[src/rtl/tt_scan_pkg.sv]
// Shared types and constants for the 4-input truth-table scanner and its index streamer.
package tt_scan_pkg;

    localparam int NUM_MINTERMS = 16;
    localparam int IDX_W        = 4;

    typedef logic [NUM_MINTERMS-1:0] mask_t;
    typedef logic [IDX_W-1:0]        idx_t;

    localparam idx_t LAST_IDX = idx_t'(NUM_MINTERMS - 1);

    typedef enum logic [1:0] {
        IDLE   = 2'd0,
        DRIVE  = 2'd1,
        STREAM = 2'd2,
        FIN    = 2'd3
    } state_t;

    function automatic mask_t minterm_onehot(input idx_t idx);
        minterm_onehot = mask_t'(1) << idx;
    endfunction

    // Lowest set bit wins; returns 0 for an empty mask (callers qualify with |mask).
    function automatic idx_t lowest_set(input mask_t m);
        lowest_set = '0;
        for (int i = NUM_MINTERMS - 1; i >= 0; i--) begin
            if (m[i]) lowest_set = idx_t'(i);
        end
    endfunction

endpackage

[src/rtl/tt_index_streamer.sv]
// Streams the indices of set bits of a loaded mask, ascending, over valid/ready with last.
module tt_index_streamer
    import tt_scan_pkg::*;
(
    input  logic        clk,
    input  logic        reset,
    input  logic        load,
    input  mask_t       mask,
    input  logic        ready,
    output logic        valid,
    output idx_t        data,
    output logic        last
);

    // Bits still to be emitted after the beat currently presented on data.
    mask_t remaining;
    mask_t src;
    mask_t next_rem;
    idx_t  next_idx;

    always_comb begin
        src      = load ? mask : remaining;
        next_idx = lowest_set(src);
        next_rem = src & ~minterm_onehot(next_idx);
    end

    always_ff @(posedge clk or posedge reset) begin
        if (reset) begin
            valid     <= 1'b0;
            data      <= '0;
            last      <= 1'b0;
            remaining <= '0;
        end else if (load) begin
            valid     <= |mask;
            data      <= next_idx;
            last      <= (|mask) && (next_rem == '0);
            remaining <= next_rem;
        end else if (valid && ready) begin
            if (|remaining) begin
                data      <= next_idx;
                last      <= (next_rem == '0);
                remaining <= next_rem;
            end else begin
                valid <= 1'b0;
                last  <= 1'b0;
            end
        end
    end

endmodule

[src/rtl/truth_table_scanner.sv]
// Drives all 16 minterms into a 4-input function pair, captures both truth tables,
// flags disagreements and streams the on-set of the first function.
module truth_table_scanner
    import tt_scan_pkg::*;
#(
    parameter int SETTLE = 2,
    parameter int CNT_W  = 4
) (
    input  logic        clk,
    input  logic        reset,
    input  logic        start,
    output logic [3:0]  abcd,
    input  logic        s1_in,
    input  logic        s2_in,
    output logic        busy,
    output logic        done,
    output logic [15:0] tt_s1,
    output logic [15:0] tt_s2,
    output logic [15:0] mismatch_mask,
    output logic        mismatch,
    output logic [4:0]  minterm_count,
    output logic        idx_valid,
    input  logic        idx_ready,
    output logic [3:0]  idx_data,
    output logic        idx_last
);

    localparam logic [CNT_W-1:0] RELOAD = CNT_W'(SETTLE - 1);

    state_t           state;
    logic [CNT_W-1:0] settle_cnt;
    logic             load;

    assign mismatch_mask = tt_s1 ^ tt_s2;
    assign mismatch      = |mismatch_mask;

    always_ff @(posedge clk or posedge reset) begin
        if (reset) begin
            state         <= IDLE;
            settle_cnt    <= RELOAD;
            abcd          <= '0;
            busy          <= 1'b0;
            done          <= 1'b0;
            load          <= 1'b0;
            tt_s1         <= '0;
            tt_s2         <= '0;
            minterm_count <= '0;
        end else begin
            done <= 1'b0;
            load <= 1'b0;
            case (state)
                IDLE: begin
                    if (start) begin
                        state         <= DRIVE;
                        busy          <= 1'b1;
                        abcd          <= '0;
                        settle_cnt    <= RELOAD;
                        tt_s1         <= '0;
                        tt_s2         <= '0;
                        minterm_count <= '0;
                    end
                end
                DRIVE: begin
                    // Sample on the last cycle of the settle window, SETTLE edges after abcd moved.
                    if (settle_cnt == '0) begin
                        tt_s1[abcd] <= s1_in;
                        tt_s2[abcd] <= s2_in;
                        if (s1_in) minterm_count <= minterm_count + 5'd1;
                        if (abcd != LAST_IDX) begin
                            abcd       <= abcd + 4'd1;
                            settle_cnt <= RELOAD;
                        end else begin
                            state <= STREAM;
                            load  <= 1'b1;
                        end
                    end else begin
                        settle_cnt <= settle_cnt - CNT_W'(1);
                    end
                end
                STREAM: begin
                    // The streamer sees the completed tt_s1 one cycle after the last sample.
                    if ((minterm_count == '0) || (idx_valid && idx_ready && idx_last)) begin
                        state <= FIN;
                        done  <= 1'b1;
                    end
                end
                FIN: begin
                    state <= IDLE;
                    busy  <= 1'b0;
                end
                default: state <= IDLE;
            endcase
        end
    end

    tt_index_streamer u_streamer (
        .clk   (clk),
        .reset (reset),
        .load  (load),
        .mask  (tt_s1),
        .ready (idx_ready),
        .valid (idx_valid),
        .data  (idx_data),
        .last  (idx_last)
    );

endmodule

[config.mk]
export PLATFORM = sky130hd
export DESIGN_NAME = truth_table_scanner
export DESIGN_NICKNAME = d
export VERILOG_FILES = /design/src/rtl/tt_scan_pkg.sv /design/src/rtl/tt_index_streamer.sv /design/src/rtl/truth_table_scanner.sv
export SDC_FILE = /design/constraint.sdc
export NUM_CORES = 1
export LEC_CHECK = 0
export ABC_AREA = 1
export BUFFER_PORTS_ARGS = -buffer_cell sky130_fd_sc_hd__buf_2
export CAP_MARGIN = 20
export CELL_PAD_IN_SITES_DETAIL_PLACEMENT = 1
export CELL_PAD_IN_SITES_GLOBAL_PLACEMENT = 1
export CORE_MARGIN = 5
export CORE_UTILIZATION = 41
export CTS_CLUSTER_SIZE = 12
export DETAILED_ROUTE_END_ITERATION = 10
export HOLD_SLACK_MARGIN = 0.02
export PLACE_DENSITY = 0.79
export RECOVER_POWER = 25
export SETUP_SLACK_MARGIN = 0.05
export SLEW_MARGIN = 20
export SYNTH_ARGS = -nofsm -noshare
export SYNTH_HDL_FRONTEND = slang
export SYNTH_SLANG_ARGS = --single-unit
[constraint.sdc]
create_clock -name clk -period 3.27 [get_ports clk]
set_input_delay 0.654 -clock clk [delete_from_list [all_inputs] [get_ports clk]]
set_output_delay 0.654 -clock clk [all_outputs]
set_load 0.02 [all_outputs]
* Word-level counts from Yosys, hierarchy flattened
Index checks and enable logic that the tools add are counted.
** Word-level totals
- Flip-flop bits (word level) :: 72
- ROM bits :: 0
- Memories kept :: 0
- Logic and storage cells :: 120
- Input bits :: 6
- Output and inout port bits :: 66
- Bits in latches :: 0
- Bits in writable memories :: 0
** Operators by class
- Bitwise gates (word level) :: 3
- Multiplexer cells :: 62
- Equal/unequal tests :: 12
- Magnitude comparators :: 2
- Shift-type cells :: 1
- Multiply operators :: 0
- $add $sub $neg :: 3
- Reduce and logical (&&, ||, !) cells :: 24
- Div/mod/pow operators :: 0
** Operators by type and width (count)
- $mux W16 :: 7
- $mux W4 :: 25
- $pmux W16 S2 :: 2
- $reduce_or A16 Y1 :: 3
- $bwmux W16 :: 2
- $and A16 B16 Y16 :: 1
- $logic_not A16 Y1 :: 1
- $not A16 Y16 :: 1
- $pmux W4 S2 :: 2
- $shl A1 B4 Y16 const A :: 1
- $xor A16 B16 Y16 :: 1
- $mux W5 :: 3
- $ne A2 B2 Y1 const B :: 7
- $mux W1 :: 13
- $reduce_and A4 Y1 :: 3
- $pmux W5 S2 :: 1
- $mux W2 :: 4
- $pmux W2 S4 :: 1
- $reduce_bool A2 Y1 :: 4
- $reduce_and A2 Y1 :: 3
- $reduce_and A3 Y1 :: 2
- $add A5 B1 Y5 const B :: 1
- $logic_not A5 Y1 :: 1
- $lt A4 B5 Y1 const B :: 1
- other kinds (13) :: 17

* Logic depth before layout (Yosys ltp)
Gate-level depths: netlist of run 1.
- Word-level depth :: 24
- Gate-level depth with buffers :: 25
- Mapped depth without buffers :: 24

* Modules after synthesis
A second synthesis of run 1 with hierarchy kept.
** Unflattened totals
- Cells, all modules :: 626
- Area total of the unflattened synthesis :: 4533.1 µm²
** By module, submodules not included
- truth_table_scanner :: area each 2979.1 µm², cells an instance 389, sequential area each 1252.5 µm², times used 1
- tt_index_streamer :: area each 1554.0 µm², cells an instance 237, sequential area each 550.5 µm², times used 1

* Least setup slack after synthesis of run 1
OpenSTA, ideal clock, no wires.
- Path type :: reg2reg
- Start :: register state[1]
- End :: register abcd[3]
- Cell stages (with the launch flop) :: 13
- Period minus slack after synthesis :: 2.204 ns
- Library setup time :: 0.088 ns
- Slack :: 1.066 ns
- Data required time :: 3.182 ns
- Path buffers :: 1
- Data arrival time :: 2.116 ns
- Cells stage by stage :: dfrtp_1 inv_1 ha_1 clkbuf_1 nor2_1 nor2_1 inv_1 nor2_1 inv_1 nor2_1 inv_1 o21ai_0 nor3b_1
** On the way
- Longest elaborated chain between the ends :: 3
- Elaborated cells on any way between the ends :: 8
- Classes of those cells :: 4 x eq/ne; 1 x mux; 3 x reduce/logical
** RTL lines
- start, declared :: line truth_table_scanner.sv:30 : state_t state;
- start signal, assigned :: line truth_table_scanner.sv:39 : state <= IDLE;
- start signal, assigned :: line truth_table_scanner.sv:54 : state <= DRIVE;
- start signal, assigned :: line truth_table_scanner.sv:73 : state <= STREAM;
- $eq A2 B1 Y1 / $logic_not A2 Y1 (equally long branches) :: line truth_table_scanner.sv:51 : case (state)
- $ne A2 B2 Y1 (no source line) / $reduce_bool A2 Y1 (equally long branches)
- $reduce_and A4 Y1 (no source line)
- end signal, assigned :: line truth_table_scanner.sv:70 : abcd <= abcd + 4'd1;
- end, declared :: line truth_table_scanner.sv:12 : output logic [3:0] abcd,
Several ways; a longest one is shown, not always the timed one.
A chain may end at the register's enable or synchronous reset.

* Final worst setup path of run 1
- Start :: register load
- End :: register u_streamer.last
** On the way
- Longest elaborated chain between the ends :: 24
- Elaborated cells on any way between the ends :: 26
- Classes of those cells :: 1 x shift; 20 x mux; 2 x bitwise; 3 x reduce/logical
** RTL lines
- start, declared :: line truth_table_scanner.sv:32 : logic load;
- start signal, assigned :: line truth_table_scanner.sv:44 : load <= 1'b0;
- start signal, assigned :: line truth_table_scanner.sv:50 : load <= 1'b0;
- start signal, assigned :: line truth_table_scanner.sv:74 : load <= 1'b1;
- $mux W16 :: line tt_index_streamer.sv:22 : src = load ? mask : remaining;
- $mux W4 (16 in series) :: line tt_scan_pkg.sv:27 : if (m[i]) lowest_set = idx_t'(i);
- $shl A1 B4 Y16 :: line tt_scan_pkg.sv:20 : minterm_onehot = mask_t'(1) << idx;
- $not A16 Y16 :: line tt_index_streamer.sv:24 : next_rem = src & ~minterm_onehot(next_idx);
- $and A16 B16 Y16 :: line tt_index_streamer.sv:24
- $logic_not A16 Y1 :: line tt_index_streamer.sv:36, tt_index_streamer.sv:41
- $mux W1 :: line tt_index_streamer.sv:39 : if (|remaining) begin
- $mux W1 :: line tt_index_streamer.sv:38 : end else if (valid && ready) begin
- $mux W1 :: line tt_index_streamer.sv:33 : end else if (load) begin
- end signal, assigned :: line tt_index_streamer.sv:36 : last <= (|mask) && (next_rem == '0);
- end signal, assigned :: line tt_index_streamer.sv:41 : last <= (next_rem == '0);
- end, declared :: line tt_index_streamer.sv:12 : output logic last
Several ways; a longest one is shown, not always the timed one. The select of a mux whose other input is x is not followed.

==> impl_metrics.ini, run 1 <==
[clock_network]
htree_levels = 3
numCtsBuffers = 9
clk_pin_slew_ns = 0.08
post_cts_buffers = 0
cts.sinks = 72
cts_tree = yes
clk_latency_ns = 0.35
cts_buffer_depth = 2
cts-root-buf = clkbuf_8

[timing]
worst_pin_slew_ns = 1.66
finalSetupViolCount = 0
period_share_pct = 86.5
rsz0062_at_grt = false
hold_violations = 0
finalMaxSlewViolations = 32
post-route-min-period_ns = 2.83
fin_skew_ns = 0.0109
setup_tns_ns = 0
fmax_mhz = 354
relSlewSlack_pct = -10.7

[drt]
postRouteAntennaNets = 0
first_pass_iters = 5
vias = 3908
drt_first_iter_violations = 134
wire_per_inst_um = 17.5
wirelength_mm = 12.9
drc = 0
via_per_inst = 5.30

[yosys]
async_flop_share_pct = 100
synth-edff-count = 0
syn_nets = 541
ys_ff_latch = 72
synthTopCellsByArea = dfrtp_1 (44%), o21ai_0 (11%), nand2_1 (9.8%), inv_1 (7.0%), ha_1 (3.7%)
synth_cell_types = 37
seq_area_frac_synth_pct = 44.7
ys_warn_count = 0
yosys-top-cells-count = nand2_1 (105), o21ai_0 (85), inv_1 (75), dfrtp_1 (71), nor2_1 (37)
yosys.area.top_type = dfrtp_1
yosys_most_used_dff = dfrtp_1
synth_area_mm2 = 0.00403
synth.most_common_cell = nand2_1
postSynthAreaPerCell_um2 = 7.71
synth_top_area_share_pct = 44.0
synth_cells = 523

[run_status]
outcome = finished, violations left
violations = max-capacitance violations, max-slew violations

[critical_path]
cp_common_cell = nand2_1
critical_path_class = flip-flop to flip-flop
cpPeakStageDelay_ns = 0.49
cp_max_fo = 12
cp-start-kind = flip-flop
crit_buf_inv = 1
crit_slowest_cell = dfrtp_2
worstSetupEndpointType = flip-flop
path_cells = buf_4 > nand2_1 > nand2_1 > nand2_1 > nand2_1 > nand2_1 > nand2_1 > nand2_1 > nand2_1 > nand2_1 > nand2_1 > nand2_1 > nand2_1 > nand2_1 > nand2_1 > nand2_2 > nand2_1 > nand4_1 > o21ai_0 > nand3b_1 > nor2_1 > nand2_1 > nand2_1
cp.required_ns = 3.56
cp.arrival_ns = 3.11
path_delay_family = simple AND/OR/NAND/NOR gates

[floorplanning]
io_pins = 72
initial_core_util_pct = 41.7
core_mm2 = 0.00968
die_height_um = 109
rows = 36
die_w_um = 109
dieArea_mm2 = 0.0119

[finish]
drive_above_1_share_pct = 16.9
final_nets = 618
area_growth_pct = 17.0
design_area_mm2 = 0.00472
utilization_pct = 48.7
insertedDiodeCount = 0
nFillCells = 1239

[power_and_ir_drop]
power.density_mw_per_mm2 = 926
peakVddDrop_v = 0.000490
p_leak_nw = 2.53

[placement]
io_buffers = 71
place_area_mm2 = 0.00455
gp_congestion = 0.908
hpwlAfterDp_mm = 10.1

[global_routing]
overflow = 0
grt_antenna_before_repair = 0
grt_pass1_vias = 4102
track_usage_pct = 23.3
grt_pass1_wl_mm = 21.4
grt_max_degree = 32

[hold_path]
hold_path_class = input pin to asynchronous set/reset pin

[job]
drv_cap = 1
worst paths after layout:
path,from,end,slack (ns),cells after the start
max,load,u_streamer.last,0.44,23
min,reset,tt_s1[6],0.49,2
max reg2reg,load,u_streamer.last,0.44,23
min reg2reg,u_streamer.data[0],u_streamer.data[0],0.49,2
max in group asynchronous,reset,load,0.62,3
min in group clk,u_streamer.data[0],u_streamer.data[0],0.49,2
per-stage QoR:
stage	setup slack [ns]	hold slack [ns]	total power, W	instances
global placement	0.428	0.466	0.00362	722
global route	0.0764	0.524	0.00474	737
floorplan	0.793	0.450	0.00295	523
detailed placement	0.361	0.481	0.00371	722
finish	0.443	0.486	0.00437	737
CTS	0.296	0.330	0.00439	737
cell families (layout without fill, tap and decap cells):
| logic type | Yosys count | after routing | synth area share, % |
|---|---|---|---|
| AOI/OAI and AO/OA | 115 | 115 | 15.0 |
| xor gates and xnor gates | 17 | 17 | 3.69 |
| adders and majority gates | 12 | 12 | 3.72 |
| buffers and inverters | 95 | 176 | 9.15 |
| DFF | 72 | 72 | 44.7 |
| muxes | 1 | 1 | 0.248 |
| and+or+nand+nor | 211 | 211 | 23.4 |
power breakdown:
group / switching, W / leakage [nW] / internal, W
clock: 0.000343 / 0.0882 / 0.000311
sequential: 0.000167 / 0.975 / 0.00108
combinational: 0.00177 / 1.46 / 0.000698
layout by cell type (no fill, tap or decap), types with 2 or more instances in the layout:
| cell | n |
|---|---|
| nor3b_1 | 4 |
| xor2_1 | 17 |
| nand3b_1 | 2 |
| inv_2 | 4 |
| a21oi_1 | 7 |
| o21a_1 | 3 |
| nand4_1 | 13 |
| nand2_2 | 2 |
| or4_1 | 2 |
| o21ai_0 | 84 |
| clkbuf_8 | 11 |
| a31oi_1 | 3 |
| clkinv_1 | 5 |
| ha_1 | 12 |
| nand2_1 | 105 |
| buf_2 | 71 |
| buf_4 | 4 |
| dfrtp_1 | 70 |
| inv_1 | 75 |
| or2_1 | 4 |
| nor4_1 | 9 |
| clkbuf_1 | 3 |
| o21ai_1 | 9 |
| nand3_1 | 20 |
| or2_0 | 4 |
| o22ai_1 | 5 |
| clkinv_2 | 2 |
| nor2_1 | 37 |
| nor3_1 | 6 |
cell type report:
type	count	area, um^2	share of cell area [%]
Clock buffer	12	155	3.29
Clock inverter	3	17.5	0.371
Inverter	84	315	6.68
Multi-Input combinational cell	356	1870	39.6
Sequential cell	72	1800	38.2
Tap cell	133	166	3.53
Timing Repair Buffer	77	393	8.33
what timing repair did:
item,4_1_cts,5_1_grt
gates resized for setup,0,3
setup endpoints to repair,0,6
hold buffers,0,0
per-layer routing:
layer	GRT usage, %	routed length (um)	vias up
met2	40.8	6610	80
met1	29.6	5660	1952
met5	0	0	-
met4	6.23	158	0
li1	-	-	1859
met3	4.26	503	17
state kept, by name (all words and copies together) (netlist names):
register,cells
done,1
busy,1
tt_s2,16
abcd,4
settle_cnt,4
u_streamer.valid,1
state,2
u_streamer.remaining,16
load,1
u_streamer.data,4
tt_s1,16
u_streamer.last,1
minterm_count,5
(Power assumes the default switching activity.)
==> inputs of run 2 (changes only) <==
--- a/config.mk
+++ b/config.mk
@@ -21,4 +21,5 @@
 export SLEW_MARGIN = 20
 export SYNTH_ARGS = -nofsm -noshare
 export SYNTH_HDL_FRONTEND = slang
+export SYNTH_HIERARCHICAL = 1
 export SYNTH_SLANG_ARGS = --single-unit
==> impl_metrics.ini, run 2 <==
[critical_path]
reg2reg_to = u_streamer/last
cpPeakStageDelay_ns = 0.52
crit_buf_inv = 1
cp.arrival_ns = 3.18
worstSetupEndpointType = flip-flop
cp.required_ns = 3.57
critical_path_class = flip-flop to flip-flop
cp_common_cell = nand2_1
ff2ff_setup_slack_ns = 0.40
reg2reg_from = load
cp-start-kind = flip-flop
crit_slowest_cell = dfrtp_1
path_cells = buf_4 > nand2_1 > nand2_1 > nand2_1 > nand2_1 > nand2_1 > nand2_1 > nand2_1 > nand2_1 > nand2_1 > nand2_1 > nand2_1 > nand2_1 > nand2_1 > nand2_1 > nand2_2 > nand2_1 > nand4_1 > o21ai_1 > nand2_1 > nor2_1 > nand2_1 > nand2_1
rr_worst_depth = 23
cp_max_fo = 17
path_delay_family = simple AND/OR/NAND/NOR gates

[drt]
drt_first_iter_violations = 216
wirelength_mm = 13.9
vias = 4263
postRouteAntennaNets = 0
wire_per_inst_um = 16.5
via_per_inst = 5.05
drc = 0
first_pass_iters = 4

[yosys]
ys_ff_latch = 72
seq_area_frac_synth_pct = 39.8
synth_top_area_share_pct = 39.2
yosys_most_used_dff = dfrtp_1
synth_cell_types = 36
synth_cells = 626
syn_nets = 644
synth.most_common_cell = nand2_1
synth_area_mm2 = 0.00453
yosys-top-cells-count = nand2_1 (244), dfrtp_1 (71), inv_1 (71), nor2_1 (49), o21ai_0 (39)
synth-edff-count = 0
async_flop_share_pct = 100
synthTopCellsByArea = dfrtp_1 (39%), nand2_1 (20%), inv_1 (5.9%), o21ai_0 (4.3%), nor2_1 (4.1%)
postSynthAreaPerCell_um2 = 7.24
yosys.area.top_type = dfrtp_1
ys_warn_count = 6

[global_routing]
track_usage_pct = 22.4
grt_pass1_vias = 4587
grt_max_degree = 35
grt_pass1_wl_mm = 23.1
overflow = 0
grt_antenna_before_repair = 0

[run_status]
outcome = complete, no violations

[finish]
regArea_mm2 = 0.00180
top_regs = tt_s1 (16), tt_s2 (16), u_streamer/remaining (16)
layout_common_cells = nand2_1 (244), inv_1 (71), dfrtp_1 (71), buf_2 (70), nor2_1 (49)
nFillCells = 1419
insertedDiodeCount = 0
final_nets = 717
area_growth_pct = 13.9
drive_above_1_share_pct = 17.5
layout_commonest_cell = nand2_1
utilization_pct = 47.6
multi_input_area_mm2 = 0.00234

[hold_path]
hold_path_class = input pin to asynchronous set/reset pin

[clock_network]
clk_pin_slew_ns = 0.08
cts_buffer_depth = 2
post_cts_buffers = 0
cts_tree = yes
numCtsBuffers = 9
clk_latency_ns = 0.37
hold_buffers = 0
cts.sinks = 72
htree_levels = 3
cts-root-buf = clkbuf_8

[floorplanning]
rows = 38
die_height_um = 115
die_w_um = 115
dieArea_mm2 = 0.0133
io_pins = 72
initial_core_util_pct = 41.8
core_mm2 = 0.0108

[placement]
gp_congestion = 0.980
io_buffers = 71
hpwlAfterDp_mm = 10.9

[timing]
fin_hold_ws_ns = 0.465
rsz0062_at_grt = false
hold_violations = 0
period_share_pct = 87.9
post-route-min-period_ns = 2.87
fmax_mhz = 348
finalMaxSlewViolations = 0
finalSetupViolCount = 0
setup_tns_ns = 0
fin_skew_ns = 0.0119
relSlewSlack_pct = 10.1
worst_pin_slew_ns = 1.35

[power_and_ir_drop]
power.density_mw_per_mm2 = 872
p_leak_nw = 3.12
peakVddDrop_v = 0.000370

[job]
drv_cap = 0
==> run 2: cell type report <==
| cell class | instances | area share, % |
|---|---|---|
| clock buffers | 12 | 2.62 |
| well taps | 140 | 3.39 |
| multi-input cells | 465 | 45.2 |
| inverters | 75 | 5.55 |
| flip-flops and latches | 72 | 34.9 |
| repair buffers | 76 | 7.44 |
| clock inverters | 4 | 0.872 |
==> run 2: worst max-delay path by stage <==
| stage | from | endpoint | slack (ns) | depth (start not counted) |
|---|---|---|---|---|
| after global placement | load | u_streamer/last | 0.47 | 23 |
| after CTS | load | u_streamer/last | 0.37 | 23 |
| final | load | u_streamer/last | 0.40 | 23 |
| after floorplan | tt_s1[9] | u_streamer/last | 1.13 | 18 |
| after global routing | load | u_streamer/last | 0.07 | 25 |
| after detailed placement | load | u_streamer/last | 0.38 | 23 |
==> run 2: power breakdown <==
part	leakage (nW)	total, W	switching (W)	internal, W
registers	0.979	0.00126	0.000192	0.00107
logic	2.05	0.00255	0.00179	0.000761
clock network	0.0941	0.000694	0.000344	0.000350
total	3.12	0.00451	0.00233	0.00218
==> run 2: layer usage <==
layer,track usage (%),vias to the layer above,wire (um)
li1,-,2102,-
met1,28.9,2046,6310
met2,37.2,88,6640
met3,4.21,27,537
met4,8.84,0,398
met5,0,-,0
==> run 2: repair_timing <==
action                                  CTS  global route
resized for setup                         0             2
hold endpoints to repair                  0             0
endpoints found under the setup margin    0             1
==> run 2: through the flow <==
stage	cells	total power (W)	instance area, um^2	worst slack, ns
floorplan	626	0.00317	4530	1.13
finish	844	0.00451	5160	0.396
global route	844	0.00490	5160	0.0749
global placement	828	0.00373	4990	0.474
CTS	844	0.00453	5170	0.367
detailed placement	828	0.00382	4990	0.384
==> run 2: worst register-to-register path, stage by stage (launching register included) <==
cell     delay, ns
dfrtp_1       0.52
buf_4         0.27
nand2_1       0.07
nand2_1       0.16
nand2_1       0.08
nand2_1       0.06
nand2_1       0.05
nand2_1       0.05
nand2_1       0.05
nand2_1       0.07
nand2_1       0.05
nand2_1       0.06
nand2_1       0.05
nand2_1       0.07
nand2_1       0.05
nand2_1       0.14
nand2_2       0.11
nand2_1       0.15
nand4_1       0.17
o21ai_1       0.28
nand2_1       0.09
nor2_1        0.10
nand2_1       0.07
nand2_1       0.05
==> run 2: cell families after synthesis <==
family	count (synthesis)	synth area share [%]
xor+xnor	14	2.70
flops	72	39.8
buf+inv	89	8.69
mux	1	0.221
fa+ha+maj	12	3.31
compound gates	58	7.62
simple gates	380	37.7
